$ cat config.mk
export PLATFORM = sky130hd
export DESIGN_NAME = seq_bit_serializer_flat
export DESIGN_NICKNAME = d
export VERILOG_FILES = /design/src/rtl/seq_bit_serializer_if.sv /design/src/rtl/seq_bit_serializer.sv /design/src/flat_wrapper.sv
export SDC_FILE = /design/constraint.sdc
export NUM_CORES = 1
export LEC_CHECK = 0
export CORE_MARGIN = 5
export CORE_UTILIZATION = 44
export CTS_CLUSTER_DIAMETER = 30
export DETAILED_ROUTE_END_ITERATION = 10
export PLACE_DENSITY_LB_ADDON = 0.3
export SYNTH_ARGS = -nofsm -noshare
export SYNTH_HDL_FRONTEND = slang
export SYNTH_SLANG_ARGS = --single-unit
$ cat constraint.sdc
create_clock -name clk -period 1.7 [get_ports clk]
set_input_delay 0.255 -clock clk [delete_from_list [all_inputs] [get_ports clk]]
set_output_delay 0.255 -clock clk [all_outputs]
set_load 0.01 [all_outputs]
$ cat src/rtl/seq_bit_serializer_if.sv
// Handshake and serial-output bundle for seq_bit_serializer.
// master: the word source / observer side. slave: the serializer itself.
interface seq_bit_serializer_if #(
   parameter int WIDTH = 8
);
   logic [WIDTH-1:0] in_data;
   logic             in_valid;
   logic             in_ready;
   logic             seq_out;
   logic             bit_valid;
   logic             frame_start;
   logic             busy;
   logic [15:0]      words_sent;

   modport master (
      output in_data, in_valid,
      input  in_ready, seq_out, bit_valid, frame_start, busy, words_sent
   );

   modport slave (
      input  in_data, in_valid,
      output in_ready, seq_out, bit_valid, frame_start, busy, words_sent
   );
endinterface

$ cat src/rtl/seq_bit_serializer.sv
// Parallel-to-serial feeder for the serial pattern detector.
// One word shifts out while a second waits in a one-entry pending buffer,
// so back-to-back words stream with no idle bit between them. When the
// pending buffer is empty, a word arriving on the last-bit edge is loaded
// straight into the shift register.
module seq_bit_serializer #(
   parameter int   WIDTH     = 8,
   parameter bit   MSB_FIRST = 1'b1,
   parameter logic IDLE_BIT  = 1'b0
) (
   input  logic                 clk,
   input  logic                 rst,
   seq_bit_serializer_if.slave  bus
);

   localparam int CNT_W = $clog2(WIDTH);
   localparam logic [CNT_W-1:0] LAST_CNT = CNT_W'(WIDTH - 1);

   localparam logic [0:0] S_IDLE  = 1'b0;
   localparam logic [0:0] S_SHIFT = 1'b1;

   logic [0:0]       r_state;
   logic [WIDTH-1:0] r_shreg;
   logic [CNT_W-1:0] r_bit_cnt;
   logic [WIDTH-1:0] r_pend_data;
   logic             r_pend_full;
   logic [15:0]      r_words_sent;

   logic             w_xfer;
   logic             w_last;
   logic             w_shifting;
   logic [WIDTH-1:0] w_shreg_next;

   // Ready depends only on the pending flop, never on in_valid.
   assign w_xfer     = bus.in_valid && !r_pend_full;
   assign w_shifting = (r_state == S_SHIFT);
   assign w_last     = (r_bit_cnt == LAST_CNT);

   // Move the next bit toward the output end; the vacated bit is don't-care.
   assign w_shreg_next = MSB_FIRST ? {r_shreg[WIDTH-2:0], 1'b0}
                                   : {1'b0, r_shreg[WIDTH-1:1]};

   // Control state: FSM, bit counter, pending flag and word counter.
   always_ff @(posedge clk or posedge rst) begin
      if (rst) begin
         r_state      <= S_IDLE;
         r_bit_cnt    <= '0;
         r_pend_full  <= 1'b0;
         r_words_sent <= 16'd0;
      end else begin
         case (r_state)
            S_IDLE: begin
               if (w_xfer) begin
                  r_state   <= S_SHIFT;
                  r_bit_cnt <= '0;
               end
            end
            default: begin
               if (!w_last) begin
                  r_bit_cnt <= r_bit_cnt + CNT_W'(1);
                  if (w_xfer) begin
                     r_pend_full <= 1'b1;
                  end
               end else begin
                  r_words_sent <= r_words_sent + 16'd1;
                  if (r_pend_full) begin
                     r_pend_full <= 1'b0;
                     r_bit_cnt   <= '0;
                  end else if (w_xfer) begin
                     r_bit_cnt   <= '0;
                  end else begin
                     r_state     <= S_IDLE;
                  end
               end
            end
         endcase
      end
   end

   // Data path: shift register and pending word carry no reset.
   always_ff @(posedge clk) begin
      if (!w_shifting) begin
         if (w_xfer) begin
            r_shreg <= bus.in_data;
         end
      end else if (!w_last) begin
         r_shreg <= w_shreg_next;
         if (w_xfer) begin
            r_pend_data <= bus.in_data;
         end
      end else begin
         if (r_pend_full) begin
            r_shreg <= r_pend_data;
         end else if (w_xfer) begin
            r_shreg <= bus.in_data;
         end
      end
   end

   assign bus.in_ready    = !r_pend_full;
   assign bus.bit_valid   = w_shifting;
   assign bus.seq_out     = w_shifting ? (MSB_FIRST ? r_shreg[WIDTH-1] : r_shreg[0])
                                       : IDLE_BIT;
   assign bus.frame_start = w_shifting && (r_bit_cnt == '0);
   assign bus.busy        = w_shifting || r_pend_full;
   assign bus.words_sent  = r_words_sent;

endmodule
$ cat src/flat_wrapper.sv
// flat-port wrapper written by rule: the top's interface ports become plain ports
module seq_bit_serializer_flat 
#(
   parameter int   WIDTH     = 8,
   parameter bit   MSB_FIRST = 1'b1,
   parameter logic IDLE_BIT  = 1'b0
)
  (clk, rst, bus_in_data, bus_in_valid, bus_in_ready, bus_seq_out, bus_bit_valid, bus_frame_start, bus_busy, bus_words_sent);
  seq_bit_serializer_if #(.WIDTH(WIDTH)) bus_i ();
  input  logic clk;
  input  logic rst;
  input wire logic [$bits(bus_i.in_data)-1:0] bus_in_data;
  input wire logic [$bits(bus_i.in_valid)-1:0] bus_in_valid;
  output wire logic [$bits(bus_i.in_ready)-1:0] bus_in_ready;
  output wire logic [$bits(bus_i.seq_out)-1:0] bus_seq_out;
  output wire logic [$bits(bus_i.bit_valid)-1:0] bus_bit_valid;
  output wire logic [$bits(bus_i.frame_start)-1:0] bus_frame_start;
  output wire logic [$bits(bus_i.busy)-1:0] bus_busy;
  output wire logic [$bits(bus_i.words_sent)-1:0] bus_words_sent;
  assign bus_i.in_data = bus_in_data;
  assign bus_i.in_valid = bus_in_valid;
  assign bus_in_ready = bus_i.in_ready;
  assign bus_seq_out = bus_i.seq_out;
  assign bus_bit_valid = bus_i.bit_valid;
  assign bus_frame_start = bus_i.frame_start;
  assign bus_busy = bus_i.busy;
  assign bus_words_sent = bus_i.words_sent;
  seq_bit_serializer #(.WIDTH(WIDTH), .MSB_FIRST(MSB_FIRST), .IDLE_BIT(IDLE_BIT)) u_core (.clk(clk), .rst(rst), .bus(bus_i));
endmodule
# Word level (Yosys, flattened, before mapping)
# Cells that the tools add are included.
[classes] bitwise=1 n_reduce_logical=9 muxes=15 n_addsub=2 n_eq_ne=1
[op_table] cell="$mux 8" count=4
[op_table] cell="$add 16x1->16 const B" count=1
[op_table] cell="$mux 3" count=4
[op_table] cell="$mux 1" count=7
[op_table] cell="$reduce_and 2->1" count=2
[op_table] cell="$add 3x1->3 const B" count=1
[op_table] cell="$eq 3x3->1 const B" count=1
[op_table] cell="$logic_not 3->1" count=1
[op_table] cell="$reduce_and 3->1" count=1
[op_table] cell="$logic_and 1x1->1" count=2
[op_table] cell="$reduce_bool 2->1" count=1
[op_table] cell="$logic_not 1->1" count=1
[op_table] cell="$logic_or 1x1->1" count=1
[op_table] cell="$not 1->1" count=1
[totals] in_bits=11 elab_cells=34 output_inout_bits=21 ff_bits=37

# Logic depth before layout (Yosys ltp)
[depth] depth_word=6 depth_mapped=7 mapped_depth_nobuf=6

# Worst setup path after synthesis
# Ideal clock, no wire load.
[synth_timing] path_type="reg2reg" start="register u_core.r_bit_cnt[0]" end="register u_core.r_shreg[1]" path_slack_ns=0.065 t_arrival_ns=1.516 period_less_slack_ns=1.635 path_stages_with_launch=8 t_required_ns=1.581 setup_time_ns=0.119 cell_sequence="dfrtp_1 ha_1 ha_1 buf_4 or2b_1 buf_2 o22ai_1 a21oi_1"
[synth_via] elab_chain_len=3
[synth_rtl] item="from (decl)" line="seq_bit_serializer.sv:24" rtl="logic [CNT_W-1:0] r_bit_cnt;"
[synth_rtl] item="from (signal assigned)" line="seq_bit_serializer.sv:60" rtl="r_bit_cnt <= r_bit_cnt + CNT_W'(1);"
[synth_rtl] item="$eq 3x3->1" line="seq_bit_serializer.sv:37" rtl="assign w_last = (r_bit_cnt == LAST_CNT);"
[synth_rtl] item="$mux 8" line="seq_bit_serializer.sv:86" rtl="end else if (!w_last) begin"
[synth_rtl] item="$mux 8" line="seq_bit_serializer.sv:82" rtl="if (!w_shifting) begin"
[synth_rtl] item="to (signal assigned)" line="seq_bit_serializer.sv:84" rtl="r_shreg <= bus.in_data;"
[synth_rtl] item="to (signal assigned)" line="seq_bit_serializer.sv:87" rtl="r_shreg <= w_shreg_next;"
[synth_rtl] item="to (signal assigned)" line="seq_bit_serializer.sv:93" rtl="r_shreg <= r_pend_data;"
[synth_rtl] item="to (decl)" line="seq_bit_serializer.sv:23" rtl="logic [WIDTH-1:0] r_shreg;"
# Every way passes these cells.
# A chain may end at the register's enable or synchronous reset.

# Final worst setup path
[layout_timing] start="register u_core.r_state (netlist: u_core.bus.bit_valid)" end="output bus_bit_valid"
[layout_lines] item="from (decl)" line="seq_bit_serializer.sv:22" rtl="logic [0:0] r_state;"
[layout_lines] item="from (signal assigned)" line="seq_bit_serializer.sv:46" rtl="r_state <= S_IDLE;"
[layout_lines] item="from (signal assigned)" line="seq_bit_serializer.sv:54" rtl="r_state <= S_SHIFT;"
[layout_lines] item="from (signal assigned)" line="seq_bit_serializer.sv:72" rtl="r_state <= S_IDLE;"
[layout_lines] item="to (decl)" line="flat_wrapper.sv:16" rtl="output wire logic [$bits(bus_i.bit_valid)-1:0] bus_bit_valid;"
# No word-level cell between the ends.

==> results.tsv <==
metric	value	unit
drt wl/cell	15.4	um
via/cell ratio	5.24	
overflow left after global routing	0	
pwr dens	1470	mW/mm^2
commonest non-fill, non-tap cell in the layout	clkdlybuf4s50_1	
clk_lat worst skew	0.28	ns
Critical Path RT	1.44	ns
initial drt markers	61	
area grow syn2layout	32.6	%
period utilization	96.0	%
Peak VDD IR	0.767	mV
Vert. Die Dim	74.1	um
Root Buffer	clkbuf_8	
worst rel slew slack	79.2	%
Worst-path clk slew	0.07	ns
Initial Utilization	45.2	%
Setup Skew	0.00362	ns
setup violators final	0	
Hold Worst Slack	0.294	ns
core box area	0.00400	sq mm
sequential power share	38.6	%
Crit Path Max Fanout	6	
WL final	3910	um
Initial DRT Pass Iterations	4	
Final Wtd Congestion	0.856	
DP HPWL	2900	um
GRT Overall Usage	15.9	%
Int Pwr	0.00231	W
Final Hold Fails	0	
yosys warns	0	
Power, Total	0.00352	W
switch share	34.3	%
Seq cells post-synth	37	
clk sinks	37	
RSZ-0062 raised after global routing	no	
fin crit period	1.63	ns
TNS Setup	0	ns
TritonCTS Buffers	5	
H-tree depth	2	
Pleak	1.03	nW
max-cap violation count	0	
# hold bufs at CTS	0	
largest net degree at the start of global routing	22	
Psw	0.00121	W
Synth area leaders	dfrtp_1 (29%), edfxtp_1 (13%), dfxtp_1 (8.9%)	
synthesized instance count	153	
syn nets	169	
crit path kind	register to output port	
vias after detailed routing	1330	
Die W	74.1	um
CTS max path bufs	2	
r2r endpoint	u_core.r_pend_data[3]	
critical path capture point type	output port	
diode count	0	
Comb power frac	45.0	%
CTS tree	built	
Hold WC Path Type	primary input to asynchronous set/reset pin	
max-slew violations	0	
fin cells	254	
Ports	32	
ANT nets after route	0	
initial antenna violation count	0	
# nets final	219	
CP Data Arrival Time	1.38	ns
fmax	0.612	GHz
Yosys cell types	37	
first-pass GRT wire length	6620	um
top-area cell type share of the netlist area	29.0	%
Buffers on Ports	31	
vias in the first global route	1427	
Startpoint Class	register	
FF-to-FF setup slack	0.07	ns
post-synth top area cell	dfrtp_1	
share of layout cells above drive strength 1	27.0	%
DIE AREA	0.00549	sq mm
sequential fraction of the synthesis area	51.2	%
residual DRC count	0	
R2R cell count	5	
commonest non-fill, non-tap cells in the layout	clkdlybuf4s50_1 (28), buf_4 (19), dfrtp_1 (19), o22ai_1 (13), xnor2_1 (11)	
Synth Cell Area	0.00181	sq mm
syn_area_per_cell	11.8	sq um
Rows	23	
Reg-to-Reg Start	u_core.r_bit_cnt[0]	
slew at the pin closest to its max-slew limit	0.312	ns
clock share of power	16.4	%
Placed Cells	242	
outcome	finished clean	
routing by layer:
metal	global-route usage (%)	part of all wire (%)	wire [um]	vias to the layer above
met5	0	0	0	-
met4	6.84	1.9	74	0
met2	28.1	52	2040	27
met3	4.32	4.9	192	8
li1	-	-	-	643
met1	18.1	41	1600	652
sequential cells by signal, indices dropped and copies added, names as in the netlist:
register and count:
u_core.r_shreg 8, u_core.bus.bit_valid 1, u_core.bus.words_sent 16, u_core.r_pend_full 1, u_core.r_pend_data 8, u_core.r_bit_cnt 3
logic make-up after synthesis:
group                      after synthesis  share of synthesized area [%]
and+or+nand+nor                         38                           12.7
DFF                                     37                           51.2
xor gates and xnor gates                15                           7.26
buffers and inverters                   13                           4.15
adders and majority gates                5                           3.46
muxes                                   17                           11.7
AOI/OAI and AO/OA                       28                           9.54
synthesized netlist by cell type, drive strengths merged:
cell type,n
dfrtp,21
mux2,15
o22ai,13
xnor2,11
nand2,10
a21oi,9
dfxtp,8
edfxtp,8
buf,7
nor2,6
ha,5
inv,5
nand3,5
and2,4
nand4,4
xor2,4
a22o,2
mux2i,2
nor2b,2
nor3,2
or2,2
a211oi,1
a21o,1
a31o,1
and3,1
clkbuf,1
nand3b,1
o21ai,1
or2b,1
power groups by stage:
stage	registers, W	logic (W)	clock network [W]
6_report	0.00136	0.00158	0.000577
5_1_grt	0.00139	0.00174	0.000653
4_1_cts	0.00136	0.00153	0.000604
3_5_place_dp	0.00138	0.00148	0
3_3_place_gp	0.00136	0.00142	0
2_1_floorplan	0.00132	0.000943	0
through the flow:
step / setup WS [ns] / instance area [sq um] / utilization, %
global placement: 0.0186 / 2260 / 56.5
finish: 0.0672 / 2400 / 60.0
global route: 0.00440 / 2400 / 60.0
detailed placement: -0.0178 / 2260 / 56.5
CTS: 0.00480 / 2360 / 59.0
floorplan: 0.0651 / 1810 / -
what timing repair did:
action / in CTS / in global routing
gates resized for setup: 5 / 7
hold endpoints to repair: 0 / 0
setup endpoints to repair: 5 / 25
buffers inserted: 2 / 2
cloned: 0 / 0
worst max-delay path: stages, from the launching register on:
cell	delay, ns
dfrtp_2	0.43
buf_4	0.14
clkdlybuf4s50_1	0.53
worst max-delay path by stage:
stage | from | endpoint | slack, ns | cells past startpoint
floorplan | u_core.r_bit_cnt[0] | u_core.r_shreg[1] | 0.07 | 7
global placement | bus_in_valid | u_core.r_shreg[4] | 0.02 | 6
detailed placement | bus_in_valid | u_core.r_shreg[3] | -0.02 | 6
CTS | u_core.bus.bit_valid | bus_seq_out | 0.005 | 2
global route | u_core.r_bit_cnt[0] | u_core.r_pend_data[3] | 0.004 | 5
finish | u_core.bus.bit_valid | bus_bit_valid | 0.07 | 2
final cells by class:
| class | instances | area, sq um |
|---|---|---|
| fill | 331 | 1600 |
| sequential | 37 | 928 |
| multi-input combinational | 103 | 835 |
| timing repair buffer | 51 | 473 |
| clock buffer | 6 | 72.6 |
| tap | 50 | 62.6 |
| inverter | 5 | 18.8 |
| clock inverter | 2 | 10.0 |
No activity file was read; power rests on OpenSTA's default activity.
